==> config.mk <==
export PLATFORM = sky130hd
export DESIGN_NAME = bcd_score_decoder
export DESIGN_NICKNAME = d
export VERILOG_FILES = /design/src/rtl/bcd_score_decoder.sv
export SDC_FILE = /design/constraint.sdc
export NUM_CORES = 1
export LEC_CHECK = 0
export CAP_MARGIN = 20
export CELL_PAD_IN_SITES_DETAIL_PLACEMENT = 0
export CELL_PAD_IN_SITES_GLOBAL_PLACEMENT = 1
export CORE_ASPECT_RATIO = 1.1
export CORE_UTILIZATION = 40
export CTS_CLUSTER_SIZE = 14
export DETAILED_ROUTE_END_ITERATION = 6
export PLACE_DENSITY_LB_ADDON = 0.05
export SETUP_SLACK_MARGIN = 0.02
export SLEW_MARGIN = 20
export SYNTH_ARGS = -nofsm -noshare
export SYNTH_HDL_FRONTEND = slang
export SYNTH_SLANG_ARGS = --single-unit
==> constraint.sdc <==
create_clock -name clk -period 2.75 [get_ports clk]
set_input_delay 0.275 -clock clk [delete_from_list [all_inputs] [get_ports clk]]
set_output_delay 0.275 -clock clk [all_outputs]
set_load 0.02 [all_outputs]
==> src/rtl/bcd_score_decoder.sv <==
// Sequential BCD-to-binary decoder: one digit per clock, MSD first, multiply-by-10-and-add.
// Optional hex decode (dispMode=1) enabled by defining BCD_DECODER_HEX_MODE_EN.
module bcd_score_decoder #(
    parameter int NDIGITS = 5,
    parameter int OUT_W   = 20
) (
    input  logic                   clk,
    input  logic                   reset,
    input  logic                   start,
    input  logic [4*NDIGITS-1:0]   digits,
    input  logic                   dispMode,
    output logic                   busy,
    output logic                   done,
    output logic [OUT_W-1:0]       value,
    output logic                   err
);

    localparam int IDX_W = (NDIGITS > 1) ? $clog2(NDIGITS) : 1;

    typedef enum logic {IDLE = 1'b0, ACCUM = 1'b1} state_t;

    state_t               state_q, state_d;
    logic [4*NDIGITS-1:0] digits_q;
    logic [OUT_W-1:0]     acc_q;
    logic [IDX_W-1:0]     idx_q;
    logic                 err_acc_q;
    logic [OUT_W-1:0]     value_q;
    logic                 err_q;
    logic                 done_q;

    logic [4*NDIGITS-1:0] digits_shift;
    logic [3:0]           cur_digit;
    logic [OUT_W-1:0]     digit_ext;
    logic [OUT_W-1:0]     acc_dec;
    logic [OUT_W-1:0]     acc_hex;
    logic [OUT_W-1:0]     acc_d;
    logic                 err_acc_d;
    logic                 last_digit;
    logic                 hex_sel;

`ifdef BCD_DECODER_HEX_MODE_EN
    logic mode_q;
    assign hex_sel = mode_q;
`else
    logic unused_disp_mode;
    assign hex_sel          = 1'b0;
    assign unused_disp_mode = dispMode;
`endif

    assign digits_shift = digits_q >> {idx_q, 2'b00};
    assign cur_digit    = digits_shift[3:0];
    assign digit_ext    = {{(OUT_W-4){1'b0}}, cur_digit};
    // x*10 built from shifts so no multiplier is inferred
    assign acc_dec      = (acc_q << 3) + (acc_q << 1) + digit_ext;
    assign acc_hex      = (acc_q << 4) | digit_ext;
    assign acc_d        = hex_sel ? acc_hex : acc_dec;
    assign err_acc_d    = err_acc_q | (!hex_sel && (cur_digit > 4'd9));
    assign last_digit   = (idx_q == '0);

    always_ff @(posedge clk or negedge reset) begin
        if (!reset) begin
            state_q <= IDLE;
        end else begin
            state_q <= state_d;
        end
    end

    always_comb begin
        state_d = state_q;
        case (state_q)
            IDLE:    if (start) state_d = ACCUM;
            ACCUM:   if (last_digit) state_d = IDLE;
            default: state_d = IDLE;
        endcase
    end

    always_comb begin
        busy  = (state_q == ACCUM);
        done  = done_q;
        value = value_q;
        err   = err_q;
    end

    always_ff @(posedge clk or negedge reset) begin
        if (!reset) begin
            digits_q  <= '0;
            acc_q     <= '0;
            idx_q     <= '0;
            err_acc_q <= 1'b0;
            value_q   <= '0;
            err_q     <= 1'b0;
            done_q    <= 1'b0;
`ifdef BCD_DECODER_HEX_MODE_EN
            mode_q    <= 1'b0;
`endif
        end else begin
            done_q <= 1'b0;
            if (state_q == IDLE) begin
                if (start) begin
                    digits_q  <= digits;
                    acc_q     <= '0;
                    idx_q     <= IDX_W'(NDIGITS - 1);
                    err_acc_q <= 1'b0;
`ifdef BCD_DECODER_HEX_MODE_EN
                    mode_q    <= dispMode;
`endif
                end
            end else begin
                acc_q     <= acc_d;
                err_acc_q <= err_acc_d;
                idx_q     <= idx_q - IDX_W'(1);
                // Result register only moves on completion so it holds between conversions
                if (last_digit) begin
                    value_q <= err_acc_d ? '0 : acc_d;
                    err_q   <= err_acc_d;
                    done_q  <= 1'b1;
                end
            end
        end
    end

endmodule

==> impl_metrics.tcl <==
set metrics [dict create \
    status "finished with violations" \
    violations "negative setup slack" \
    via_per_inst 5.49 \
    crit_path_start_kind "register" \
    ys.flop_type "dfrtp_1" \
    globalRouteMet1Util_pct 26.7 \
    final_common_cell "dfrtp_1" \
    slew_viol_final 0 \
    synth_area_leaders "dfrtp_1 (42%), ha_1 (11%), mux2_2 (6.6%)" \
    whs_ps 128 \
    synth_area_leader_cell "dfrtp_1" \
    syn2layout_area_growth_pct 31.2 \
    setup_slack_ps -333 \
    slowest_delay_ps 450 \
    vias 3080 \
    grt_use_met2_pct 33.6 \
    critPathSlowestCell "dfrtp_2" \
    fin_skew_ps 11.1 \
    rsz0062_at_grt "true" \
    slew-limit-headroom_pct 42.4 \
    cts.clk_slew.worst_paths_ps 70 \
    synth_edf_count 0 \
    min_period_ps 3080 \
    drive_gt1_share_pct 28.6 \
    worstPathRequired_ps 3010 \
    path_max_fanout 7 \
    final.period_utilization_pct 112 \
    die_w_um 96.6 \
    cts.sinks 66 \
    met3_usage_pct 3.75 \
    reg2reg_slack_ps -330 \
    die_area_um2 10300 \
    num_rows 37 \
    cp_top_family "compound AO/OA/AOI/OAI gates" \
    chipHeight_um 106 \
    synth.avg_cell_area_um2 10.7 \
    hold_path.class "input pin to async pin" \
    wirelength_mm 9.67 \
    grt_start_max_net_pins 67 \
    cts-root-buf "clkbuf_8" \
    critical_path.cell_chain "mux2i_1, o21ai_1, o21a_1, inv_2, fa_1, fa_2, nand2b_4, a21o_4, buf_6, a21o_1, and3b_2, o31ai_4" \
    wl_per_cell_um 17.2 \
    critPathBufInv 2 \
    worstSetupPathType "register to register" \
    end_kind "register" \
    insertion_delay_ps 350 \
    io_pins 47 \
    final_cell_area_um2 5170 \
    async_reset_ff_share_pct 100 \
    netlist_area_um2 3940 \
    placed_area_um2 4720 \
    finalNetCount 501 \
    worst_pin_slew_ps 864 \
    grt-busiest-layer "met2" \
    fmax_mhz 324 \
    final_cell_mix "dfrtp_1 (65), clkdlybuf4s50_1 (44), nand2_1 (39)" \
    diodes 0 \
    setup-violations-final 23 \
    synth_fp_nets 430 \
    synth.top_cell.area_share_pct 41.9 \
    ys_warn_count 0 \
    yosysSeqAreaShare_pct 41.9 \
    htree_levels 3 \
    grt_antenna_before_repair 0 \
    hpwl_mm 6.96 \
    remaining_drc_errors 0 \
    netlist_instances 368 \
    cts_buffers 9 \
    ys_seq_elements 66 \
    grt-ovfl-total 0 \
    yosysUniqueCellTypes 61 \
    coreArea_um2 9440 \
    drtIter0Drc 84 \
    clockBufferDepth 2 \
    fillCellCount 871 \
    drv_cap 0 \
    grt_pass1_vias 3300 \
    gp_congestion 0.786 \
    pre_cts_ws_ps -554 \
    hold_viol 0 \
    initial_core_util_pct 41.7 \
    drtAntennaViolNets 0 \
    grt_pass1_wl_mm 16.6 \
    grt_util_all_layers_pct 20.5 \
    port_buffers 45 \
    tritoncts "done" \
    first_pass_iters 4 \
    crit_arrival_ps 3340 \
]
-- synth_stat cells (2+ instances only) --
cell       n
fa_1       2
mux2_2    23
o21a_1     9
clkbuf_1   9
nand2_1   41
buf_6      2
a22o_1     6
nand3b_1   2
a211o_1    2
dfrtp_1   66
o22ai_1    3
and3_1     3
o21ai_1    4
o21ai_0   13
a31o_2     6
and2_1     8
o31ai_2    2
nand3_1    2
inv_1     14
a21oi_1   18
nor3_1     5
o31ai_1    8
o31ai_4    3
o211ai_1   3
and3b_1    2
nor4_1     2
nor2b_1    3
a21o_1     8
ha_1      36
a211oi_1   5
mux2i_1    6
xor2_1     3
xnor2_1    6
nand2b_1   3
a21boi_0   3
o41ai_1    5
nor2_1     8
-- registers in the layout, indices dropped and copies added (netlist names) --
name / cells
digits_q: 20
acc_q: 19
value: 20
done: 1
err_acc_q: 1
idx_q: 3
busy: 1
err: 1
-- repair_timing --
| item | in CTS | in global routing |
|---|---|---|
| hold buffers | 0 | 0 |
| buffers inserted | 2 | 2 |
| gates cloned | 0 | 0 |
| gates resized for setup | 27 | 21 |
| endpoints found under the setup margin | 28 | 29 |
| pin swaps | 14 | 24 |
-- final cells by class --
type                    count  area, um^2  share of cell area, %
repair buffers             75         686                   13.3
clock buffers              11         131                   2.54
flip-flops and latches     66        1650                   32.0
inverters                  15        56.3                   1.09
well taps                 117         146                   2.83
multi-input cells         272        2420                   46.8
clock inverters             5        78.8                   1.52
-- path summary, 6_finish.rpt --
check                                      startpoint  cells past startpoint                     to
worst max-delay path             idx_q[1]$_DFFE_PN0P_                     12  value[12]$_DFFE_PN0P_
worst min-delay path                            reset                      2   acc_q[9]$_DFFE_PN0P_
worst max register to register   idx_q[1]$_DFFE_PN0P_                     12  value[12]$_DFFE_PN0P_
worst min register to register  value[17]$_DFFE_PN0P_                      2  value[17]$_DFFE_PN0P_
max in group asynchronous                       reset                      2   idx_q[1]$_DFFE_PN0P_
min in group clk                value[17]$_DFFE_PN0P_                      2  value[17]$_DFFE_PN0P_
-- metrics by stage --
stage | utilization (%) | setup TNS [ps] | instances
floorplan | - | -1850 | 368
global placement | 50.0 | -7420 | 544
detailed placement | 50.0 | -9480 | 544
CTS | 53.7 | -6410 | 561
global route | 54.8 | -8540 | 561
finish | 54.8 | -5300 | 561
-- cell families (layout without fill, tap and decap cells) --
family / after synthesis / count (layout) / share of synthesized area (%)
adders and majority gates: 38 / 38 / 12.4
muxes: 30 / 30 / 8.38
DFF: 66 / 66 / 41.9
AOI/OAI and AO/OA: 110 / 110 / 21.2
buffers and inverters: 30 / 106 / 3.40
xor gates and xnor gates: 9 / 9 / 2.00
and+or+nand+nor: 85 / 85 / 10.6
-- routing by layer --
| layer | up-vias | part of all wire (%) | wire length (um) |
|---|---|---|---|
| met1 | 1528 | 47 | 4540 |
| met3 | 14 | 2.4 | 234 |
| met2 | 38 | 49 | 4730 |
| met4 | 0 | 1.7 | 165 |
| met5 | - | 0 | 0 |
| li1 | 1500 | - | - |
Power is left out: the tool's default activity adds up to more than one toggle a clock period on the data nets, which glitch-free logic cannot reach.
